## src/rtl/l2_output_encoder.sv

```systemverilog
// ---------------------------------------------------------------------------
// l2_output_encoder
//
// Buffers single-cycle send pulses from the L2 controller datapath into three
// independent per-channel FIFOs and presents them on the outgoing valid/ready
// interfaces:
//   request-out  -> NoC   (l2_req_out_*_int)
//   response-out -> NoC   (l2_rsp_out_*_int)
//   read-response -> CPU  (l2_rd_rsp_*_int)
// Also produces a registered stall for decode_en gating, a drain indication
// for fence/drain handling, and a sticky overflow error.
//
// Optional feature macro: L2_OUT_BYPASS_EN
//   defined   : an empty channel forwards a send pulse combinationally to its
//               valid/data outputs in the same cycle; if the consumer is
//               ready the FIFO is not written.
//   undefined : fully registered outputs, one cycle push-to-valid latency.
//
// Parameters:
//   DEPTH  entries per channel FIFO (power of two, >= 2)
//   REQ_W  request-out payload width
//   RSP_W  response-out payload width
//   RD_W   read-response payload width
//
// Ports:
//   clk, rst                         clock (rising edge), async active-low reset
//   send_req_out / req_out_payload   push pulse + payload, request-out
//   send_rsp_out / rsp_out_payload   push pulse + payload, response-out
//   send_rd_rsp  / rd_rsp_payload    push pulse + payload, read-response
//   l2_req_out_{valid,ready,data}_int  request-out handshake
//   l2_rsp_out_{valid,ready,data}_int  response-out handshake
//   l2_rd_rsp_{valid,ready,data}_int   read-response handshake
//   out_stall     registered; high when any channel is at or near full
//   drain_req     level; fence/drain wants output quiescence
//   out_drained   drain_req with all channels empty and nothing arriving
//   overflow_err  sticky; a push was dropped on a full FIFO
// ---------------------------------------------------------------------------

// One output channel: circular FIFO with optional empty-bypass.
module l2_out_chan #(
    parameter int DEPTH = 2,
    parameter int W     = 64
) (
    input  logic                     clk,
    input  logic                     rst,
    input  logic                     push,
    input  logic [W-1:0]             din,
    input  logic                     ready,
    output logic                     valid,
    output logic [W-1:0]             data,
    output logic [$clog2(DEPTH):0]   count,
    output logic [$clog2(DEPTH):0]   count_nxt,
    output logic                     ovf_hit,
    output logic                     bypass_xfer
);
    localparam int AW = $clog2(DEPTH);
    localparam int CW = AW + 1;

    logic [W-1:0]  mem [DEPTH];
    logic [AW-1:0] wr_ptr;
    logic [AW-1:0] rd_ptr;
    logic          fifo_valid;
    logic          full;
    logic          pop;
    logic          wr_en;
    logic          bypass_sel;

    assign fifo_valid = (count != '0);
    assign full       = (count == CW'(DEPTH));
    assign pop        = fifo_valid & ready;

`ifdef L2_OUT_BYPASS_EN
    assign bypass_sel = push & ~fifo_valid;
`else
    assign bypass_sel = 1'b0;
`endif

    assign bypass_xfer = bypass_sel & ready;

    // A full FIFO still accepts a push when the head leaves in the same cycle.
    assign wr_en   = push & ~bypass_xfer & (~full | pop);
    assign ovf_hit = push & full & ~pop;

    assign valid = fifo_valid | bypass_sel;
    assign data  = bypass_sel ? din : mem[rd_ptr];

    always_comb begin
        count_nxt = count;
        case ({wr_en, pop})
            2'b10:   count_nxt = count + CW'(1);
            2'b01:   count_nxt = count - CW'(1);
            default: count_nxt = count;
        endcase
    end

    // Pointers wrap naturally because DEPTH is a power of two.
    always_ff @(posedge clk or negedge rst) begin
        if (!rst) begin
            wr_ptr <= '0;
            rd_ptr <= '0;
            count  <= '0;
        end else begin
            count <= count_nxt;
            if (wr_en) wr_ptr <= wr_ptr + AW'(1);
            if (pop)   rd_ptr <= rd_ptr + AW'(1);
        end
    end

    // Storage is cleared on reset so data outputs read zero out of reset.
    always_ff @(posedge clk or negedge rst) begin
        if (!rst) begin
            for (int i = 0; i < DEPTH; i++) mem[i] <= '0;
        end else if (wr_en) begin
            mem[wr_ptr] <= din;
        end
    end
endmodule

module l2_output_encoder #(
    parameter int DEPTH = 2,
    parameter int REQ_W = 64,
    parameter int RSP_W = 64,
    parameter int RD_W  = 32
) (
    input  logic             clk,
    input  logic             rst,
    input  logic             send_req_out,
    input  logic [REQ_W-1:0] req_out_payload,
    input  logic             send_rsp_out,
    input  logic [RSP_W-1:0] rsp_out_payload,
    input  logic             send_rd_rsp,
    input  logic [RD_W-1:0]  rd_rsp_payload,
    output logic             l2_req_out_valid_int,
    input  logic             l2_req_out_ready_int,
    output logic [REQ_W-1:0] l2_req_out_data_int,
    output logic             l2_rsp_out_valid_int,
    input  logic             l2_rsp_out_ready_int,
    output logic [RSP_W-1:0] l2_rsp_out_data_int,
    output logic             l2_rd_rsp_valid_int,
    input  logic             l2_rd_rsp_ready_int,
    output logic [RD_W-1:0]  l2_rd_rsp_data_int,
    output logic             out_stall,
    input  logic             drain_req,
    output logic             out_drained,
    output logic             overflow_err
);
    localparam int CW = $clog2(DEPTH) + 1;

    logic [CW-1:0] req_cnt, req_cnt_nxt;
    logic [CW-1:0] rsp_cnt, rsp_cnt_nxt;
    logic [CW-1:0] rd_cnt,  rd_cnt_nxt;
    logic          req_ovf, rsp_ovf, rd_ovf;
    logic          req_byp, rsp_byp, rd_byp;
    logic          stall_nxt;

    l2_out_chan #(.DEPTH(DEPTH), .W(REQ_W)) u_req_chan (
        .clk         (clk),
        .rst         (rst),
        .push        (send_req_out),
        .din         (req_out_payload),
        .ready       (l2_req_out_ready_int),
        .valid       (l2_req_out_valid_int),
        .data        (l2_req_out_data_int),
        .count       (req_cnt),
        .count_nxt   (req_cnt_nxt),
        .ovf_hit     (req_ovf),
        .bypass_xfer (req_byp)
    );

    l2_out_chan #(.DEPTH(DEPTH), .W(RSP_W)) u_rsp_chan (
        .clk         (clk),
        .rst         (rst),
        .push        (send_rsp_out),
        .din         (rsp_out_payload),
        .ready       (l2_rsp_out_ready_int),
        .valid       (l2_rsp_out_valid_int),
        .data        (l2_rsp_out_data_int),
        .count       (rsp_cnt),
        .count_nxt   (rsp_cnt_nxt),
        .ovf_hit     (rsp_ovf),
        .bypass_xfer (rsp_byp)
    );

    l2_out_chan #(.DEPTH(DEPTH), .W(RD_W)) u_rd_chan (
        .clk         (clk),
        .rst         (rst),
        .push        (send_rd_rsp),
        .din         (rd_rsp_payload),
        .ready       (l2_rd_rsp_ready_int),
        .valid       (l2_rd_rsp_valid_int),
        .data        (l2_rd_rsp_data_int),
        .count       (rd_cnt),
        .count_nxt   (rd_cnt_nxt),
        .ovf_hit     (rd_ovf),
        .bypass_xfer (rd_byp)
    );

    // Stall one entry early: the decoder has one push already in flight
    // behind its registered stage when it sees out_stall.
    assign stall_nxt = (req_cnt_nxt >= CW'(DEPTH - 1)) |
                       (rsp_cnt_nxt >= CW'(DEPTH - 1)) |
                       (rd_cnt_nxt  >= CW'(DEPTH - 1));

    always_ff @(posedge clk or negedge rst) begin
        if (!rst) begin
            out_stall    <= 1'b0;
            overflow_err <= 1'b0;
        end else begin
            out_stall <= stall_nxt;
            if (req_ovf | rsp_ovf | rd_ovf) overflow_err <= 1'b1;
        end
    end

    assign out_drained = drain_req &
                         (req_cnt == '0) & (rsp_cnt == '0) & (rd_cnt == '0) &
                         ~(send_req_out | send_rsp_out | send_rd_rsp) &
                         ~(req_byp | rsp_byp | rd_byp);
endmodule
```

## config.mk

```make
export PLATFORM = sky130hd
export DESIGN_NAME = l2_output_encoder
export DESIGN_NICKNAME = d
export VERILOG_FILES = /design/src/rtl/l2_output_encoder.sv
export SDC_FILE = /design/constraint.sdc
export NUM_CORES = 1
export LEC_CHECK = 0
export ABC_AREA = 1
export CORE_ASPECT_RATIO = 0.9
export CORE_MARGIN = 4
export CORE_UTILIZATION = 55
export CTS_BUF_LIST = sky130_fd_sc_hd__clkbuf_8
export CTS_CLUSTER_DIAMETER = 100
export DETAILED_ROUTE_END_ITERATION = 8
export GPL_TIMING_DRIVEN = 0
export PLACE_DENSITY = 0.82
export SYNTH_ARGS = -nofsm -noshare
export SYNTH_HDL_FRONTEND = slang
export SYNTH_SLANG_ARGS = --single-unit
```

## constraint.sdc

```tcl
create_clock -name clk -period 3.2 [get_ports clk]
set_input_delay 0.48 -clock clk [delete_from_list [all_inputs] [get_ports clk]]
set_output_delay 0.48 -clock clk [all_outputs]
set_load 0.005 [all_outputs]
```

After elaboration in Yosys (flattened, before gate mapping)
Cells that the tools add are included.
{"block": "totals", "regBits": 334, "inputBits": 169, "output_inout_bits": 166, "elab_cells": 118}
{"block": "classes", "n_addsub": 12, "magnitude_cmp": 12, "n_eq_ne": 9, "n_mux": 21, "bitwise_logic": 38, "n_reduce_logical": 9}
{"cell": "2-to-1 mux 64 bit", "count": 8}
{"cell": "bitwise mux 128 bit", "count": 2}
{"cell": "demux 64 bit (select 1 bit)", "count": 2}
{"cell": "2-to-1 mux 32 bit", "count": 4}
{"cell": "bitwise mux 64 bit", "count": 1}
{"cell": "demux 32 bit (select 1 bit)", "count": 1}
{"cell": "bitwise AND 1 bit", "count": 16}
{"cell": "== test 2 bit, second input constant", "count": 6}
{"cell": "greater-or-equal comparator 2 bit, second input constant", "count": 6}
{"cell": "NOT 1 -> 2 bit", "count": 6}
{"cell": "one-hot mux 2 bit (2 select lines)", "count": 3}
{"cell": "OR 1 bit", "count": 9}
{"cell": "NOT 1 bit", "count": 7}
{"cell": "adder 1 bit, second input constant", "count": 6}
{"cell": "adder 2 x 1 -> 2 bit, second input constant", "count": 3}
{"cell": "== test 2 x 1 -> 1 bit, second input constant", "count": 3}
{"cell": "greater-or-equal comparator 2 x 1 -> 1 bit, second input constant", "count": 3}
{"cell": "zero test 2 bit", "count": 3}
{"cell": "< comparator 2 x 1 -> 1 bit, second input constant", "count": 3}
{"cell": "nonzero test 2 bit", "count": 3}
{"cell": "subtractor 2 x 1 -> 2 bit, second input constant", "count": 3}
{"cell": "logical AND 1 bit", "count": 3}

Logic depth before layout (Yosys ltp)
{"block": "logic_depth", "word_depth": 9, "mapped_depth": 12, "ltp_nobuf": 12}

Modules after synthesis
A second synthesis with hierarchy kept.
{"block": "hier_totals", "hier_cells": 2057, "hier_area_um2": 16190.5}
{"mod": "l2_out_chan (u_req_chan ...)", "instances": 2, "cells_per_inst": 806, "area_per_inst_um2": 6376.1, "seq_area_each_um2": 3303.2}
{"mod": "l2_out_chan (u_rd_chan)", "instances": 1, "cells_per_inst": 418, "area_per_inst_um2": 3289.4, "seq_area_each_um2": 1701.6}
{"mod": "l2_output_encoder", "instances": 1, "cells_per_inst": 27, "area_per_inst_um2": 148.9, "seq_area_each_um2": 50.0}

Worst setup path before layout
No wires, ideal clock.
{"block": "synth_path", "path_type": "flip-flop to flip-flop", "start": "reg u_req_chan.count[0]", "end": "reg out_stall", "setup_time_ns": 0.119, "t_arrival_ns": 1.360, "t_required_ns": 3.081, "slack_ns": 1.722, "stages_incl_launch_ff": 10, "n_path_buf": 0, "synth_period_minus_slack_ns": 1.478, "path_cell_list": "dfrtp_1 -> inv_2 -> nand2_1 -> nand2_1 -> inv_1 -> ha_1 -> xor2_1 -> nand3_1 -> nor2_1 -> nand2_1"}
{"block": "synth_via", "elab_chain_cells": 9, "word_cells_on_any_way": 14, "cone_classes": "2 x add/sub; 1 x order compare; 3 x eq/ne; 1 x mux; 6 x bitwise; 1 x reduce/logical"}
{"item": "from (decl)", "line": "51", "text": "output logic [$clog2(DEPTH):0] count,"}
{"item": "from (signal assigned)", "line": "103", "text": "count <= count_nxt;"}
{"item": "nonzero test 2 bit *", "line": "68", "text": "assign fifo_valid = (count != '0);"}
{"item": "net l2_req_out_valid_int", "line": "133", "text": "output logic l2_req_out_valid_int,"}
{"item": "bitwise AND 1 bit *", "line": "70", "text": "assign pop = fifo_valid & ready;"}
{"item": "net u_req_chan.pop", "line": "64", "text": "logic pop;"}
{"item": "OR 1 bit", "line": "81", "text": "assign wr_en = push & ~bypass_xfer & (~full | pop);"}
{"item": "bitwise AND 1 bit", "line": "81"}
{"item": "== test 2 x 1 -> 1 bit / == test 2 bit (equally long branches)", "line": "89", "text": "case ({wr_en, pop})"}
{"item": "one-hot mux 2 bit (2 select lines) *", "line": "89"}
{"item": "greater-or-equal comparator 2 x 1 -> 1 bit *", "line": "200", "text": "assign stall_nxt = (req_cnt_nxt >= CW'(DEPTH - 1)) |"}
{"item": "OR 1 bit *", "line": "200"}
{"item": "OR 1 bit *", "line": "201", "text": "(rsp_cnt_nxt >= CW'(DEPTH - 1)) |"}
{"item": "net stall_nxt", "line": "154", "text": "logic stall_nxt;"}
{"item": "to (signal assigned)", "line": "209", "text": "out_stall <= stall_nxt;"}
{"item": "to (decl)", "line": "142", "text": "output logic out_stall,"}
The timed path passes the listed nets; every way through them passes the cells marked *.
A chain may end at the register's enable or synchronous reset.

Final worst setup path
{"block": "layout_path", "start": "reg u_rd_chan.rd_ptr", "end": "out l2_rd_rsp_data_int[1]"}
{"block": "layout_via", "elab_chain_cells": 4}
{"item": "from (decl)", "line": "61", "text": "logic [AW-1:0] rd_ptr;"}
{"item": "from (signal assigned)", "line": "105", "text": "if (pop) rd_ptr <= rd_ptr + AW'(1);"}
{"item": "NOT 1 -> 2 bit (not written as such)", "line": "85", "text": "assign data = bypass_sel ? din : mem[rd_ptr];"}
{"item": "2-to-1 mux 32 bit (not written as such) (3 in a row)", "line": "85"}
{"item": "to (decl)", "line": "141", "text": "output logic [RD_W-1:0] l2_rd_rsp_data_int,"}
No other way between the ends. The select of a mux whose other input is x is not followed.

==> impl_results.md <==
- Final Util: 0.738
- Clock Skew: 0.0366 ns
- Reg-to-Reg Start: u_req_chan.count[0]
- Postcts setup bufs: 0
- Power share of the sequential group: 0.344
- Max Fclk: 0.333 GHz
- Syn Inst Count: 1817
- Worst R2R Setup Slack: 1.49 ns
- Total of max-cap violations: 0
- Critical Path RT: 2.72 ns
- Final Hold Fails: 0
- WS Path Type: reg2out
- Max rail drop VDD: 0.000677 V
- Gpl congestion: 0.836
- CP endpoint kind: primary output
- Synth Area in XOR/XNOR: 0.00221
- Tcrit/Tclk final: 0.937
- Synth Area in Simple Gates: 0.209
- Mean Syn Cell Area: 8.71 sq um
- Grt ovf: 0
- Antenna-violating nets left: 0
- Post-synth top area cell: dfrtp_1
- Clk root buf: clkbuf_8
- Clk Latency, worst-skew pair: 0.59 ns
- CTS Buffer Depth: 3
- Core Footprint: 28200 sq um
- Std-Cell Rows: 58
- Relative slew slack: 0.595
- Internal cell power: 13.2 mW
- Crit path launch: u_rd_chan.rd_ptr
- Final Max Slew Viols: 0
- Initial antenna violation count: 3
- Critical path launch point type: register
- Crit path DAT: 2.52 ns
- Fillers: 2120
- # IOs: 335
- Cell area power density: 1020 nW/um^2
- Sw frac: 0.380
- Final setup violating endpoints: 0
- Overall routing resource usage: 0.266
- Clk sinks: 334
- First-pass GRT wire length: 69500 microns
- Met3 GRT Util: 0.0557
- Routed wire per std cell: 16.3 microns
- Largest net degree at the start of global routing: 115
- RSZ-0062 raised after global routing: false
- GR Util met2: 0.437
- Die H: 169 microns
- Tightest Hold Check Type: in2async
- Synthesis-to-finish area growth: 31.2%
- Vias per Instance: 5.13
- Worst-path fanout max: 10
- Die X: 187 microns
- Min Tclk post-route: 3.00 ns
- Actual slew at the worst max-slew pin: 0.608 ns
- Netlist Area Pre-Place: 15800 sq um
- Yosys reg bits: 334
- Die area: 31600 sq um
- DR DRC count: 0
- Cell leakage power: 10.6 nW
- CTS clk-pin slew, worst paths: 0.06 ns
- Status: complete, no violations
- CTS H-tree lvls: 2
- Initial drt markers: 846
- Clock buffer count from CTS: 53
- CTS tree: done
- Worst reg2reg endpoint: out_stall
- Library cells used by synthesis: 25
- Post-synthesis adder-cell area fraction: 0.00237
- Worst-case reg-to-reg path depth: 9
- Clock share of power: 0.167
- DRT Wirelength: 42500 microns
- Synth Area in Compound Gates: 0.157
- Dpl hpwl: 30700 microns
- Largest family of logic cells by synthesized area: simple AND/OR/NAND/NOR gates
- Post-synthesis mux area share: 0
- Power share of the combinational group: 0.489
- Final TNS setup: 0 ns
- Effective utilization at floorplan: 0.562
- Global routing usage on met1: 0.362
- GR peak layer: met2
- Hold_ws: 0.446 ns
- Area contributors post-synth: dfrtp_1 53%, nand2_1 20%, o21ai_2 13%
- Post-synthesis net count: 1989
- 1st-pass router iterations: 5
- Port-buffer cells: 334
- Layout cells sized above 1: 0.181
- Yosys Warn Count: 0
- Switching power: 8.05 mW
- Post-synth top area share: 0.528
- Final net count: 2382
- Via count: 13384
- Register area share after synthesis: 0.528
- Vias in the first global route: 13563
flip-flops by register name (all words and copies together), names as in the netlist, 2 cells and up:
name              flops
u_rsp_chan.count      2
u_req_chan.count      2
u_rsp_chan.mem      128
u_rd_chan.mem        64
u_req_chan.mem      128
u_rd_chan.count       2
routing by layer:
metal  wire (microns)  up-vias
met5               14        -
met2            20500      459
met4             1130        2
li1                 -     6408
met1            17800     6425
met3             3020       90
logic make-up after synthesis:
family	count (synthesis)
fa+ha+maj	3
compound gates	321
simple gates	857
buf+inv	298
flops	334
xor+xnor	4
timing repair:
| item | 4_1_cts | 5_1_grt |
|---|---|---|
| resized for setup | 0 | 0 |
| hold endpoints to repair | 74 | 0 |
| hold buffers | 1 | 0 |
critical path: stages, from the launching register on:
cell and delay [ns]:
dfrtp_1 0.37, clkbuf_1 0.16, clkinv_1 0.16, clkbuf_1 0.44, nand2_1 0.14, nand2_1 0.14
clkdlybuf4s50_1 0.52
area by class of cell:
type / count / area, sq um / share of cell area
diodes: 2 / 5.00 / 0.000241
multi-input cells: 1185 / 5860 / 0.282
inverters: 194 / 731 / 0.0352
repair buffers: 338 / 3440 / 0.166
well taps: 360 / 450 / 0.0217
clock buffers: 65 / 895 / 0.0431
clock inverters: 29 / 154 / 0.00741
flip-flops and latches: 334 / 8360 / 0.402
plain buffers: 104 / 881 / 0.0424
layout by cell type (no fill, tap or decap), types with 5 or more instances in the layout:
cell             netlist  final
inv_2                  5      5
o21ai_2              232    232
buf_1                 18     18
nand2_1              823    823
o21ai_1               33     33
inv_1                187    208
o21ai_0               55     55
dfrtp_1              334    334
nand2_2               15     15
clkbuf_8               0     65
buf_6                 53     53
clkbuf_1              15     15
buf_8                  7      8
clkdlybuf4s50_1        0    333
buf_2                  7      7
stage by stage:
stage               power [mW]  worst slack (ns)  area, sq um  instances
finish                    21.2             0.201        20800       2611
global placement          17.4            -12.50        19600       2511
detailed placement        17.7             0.739        19700       2514
global route              22.7            0.0680        20800       2611
CTS                       21.3             0.187        20800       2609
floorplan                 12.7              1.72        15800       1817
power by group through the flow:
| stage | Clock, mW | Sequential [mW] | Combinational [mW] |
|---|---|---|---|
| after global placement | 0 | 7.25 | 10.1 |
| after CTS | 3.61 | 7.27 | 10.4 |
| after floorplan | 0 | 7.07 | 5.63 |
| after detailed placement | 0 | 7.32 | 10.4 |
| after global routing | 3.82 | 7.52 | 11.4 |
| final | 3.55 | 7.30 | 10.4 |
Yosys cell counts:
library cell and number:
nand2_1 823, dfrtp_1 334, o21ai_2 232, inv_1 187, o21ai_0 55, buf_6 53
o21ai_1 33, buf_1 18, clkbuf_1 15, nand2_2 15, buf_2 7, buf_8 7
inv_2 5, clkbuf_2 4, nand3_1 4, nand4_1 4, nor2_1 4, xor2_1 4
ha_1 3, nand2_4 3, nand3_2 3, clkinv_1 1, inv_4 1, nor4_1 1
o22ai_1 1
worst max path at each step:
stage	endpoint	slack, ns	cells after the start
after floorplan	out_stall	1.72	9
after global placement	u_req_chan.mem[84]	-12.50	1
after detailed placement	out_drained	0.74	5
after CTS	l2_rd_rsp_data_int[17]	0.19	6
after global routing	l2_req_out_data_int[51]	0.07	6
final	l2_rd_rsp_data_int[1]	0.20	6
(Power assumes the default switching activity.)
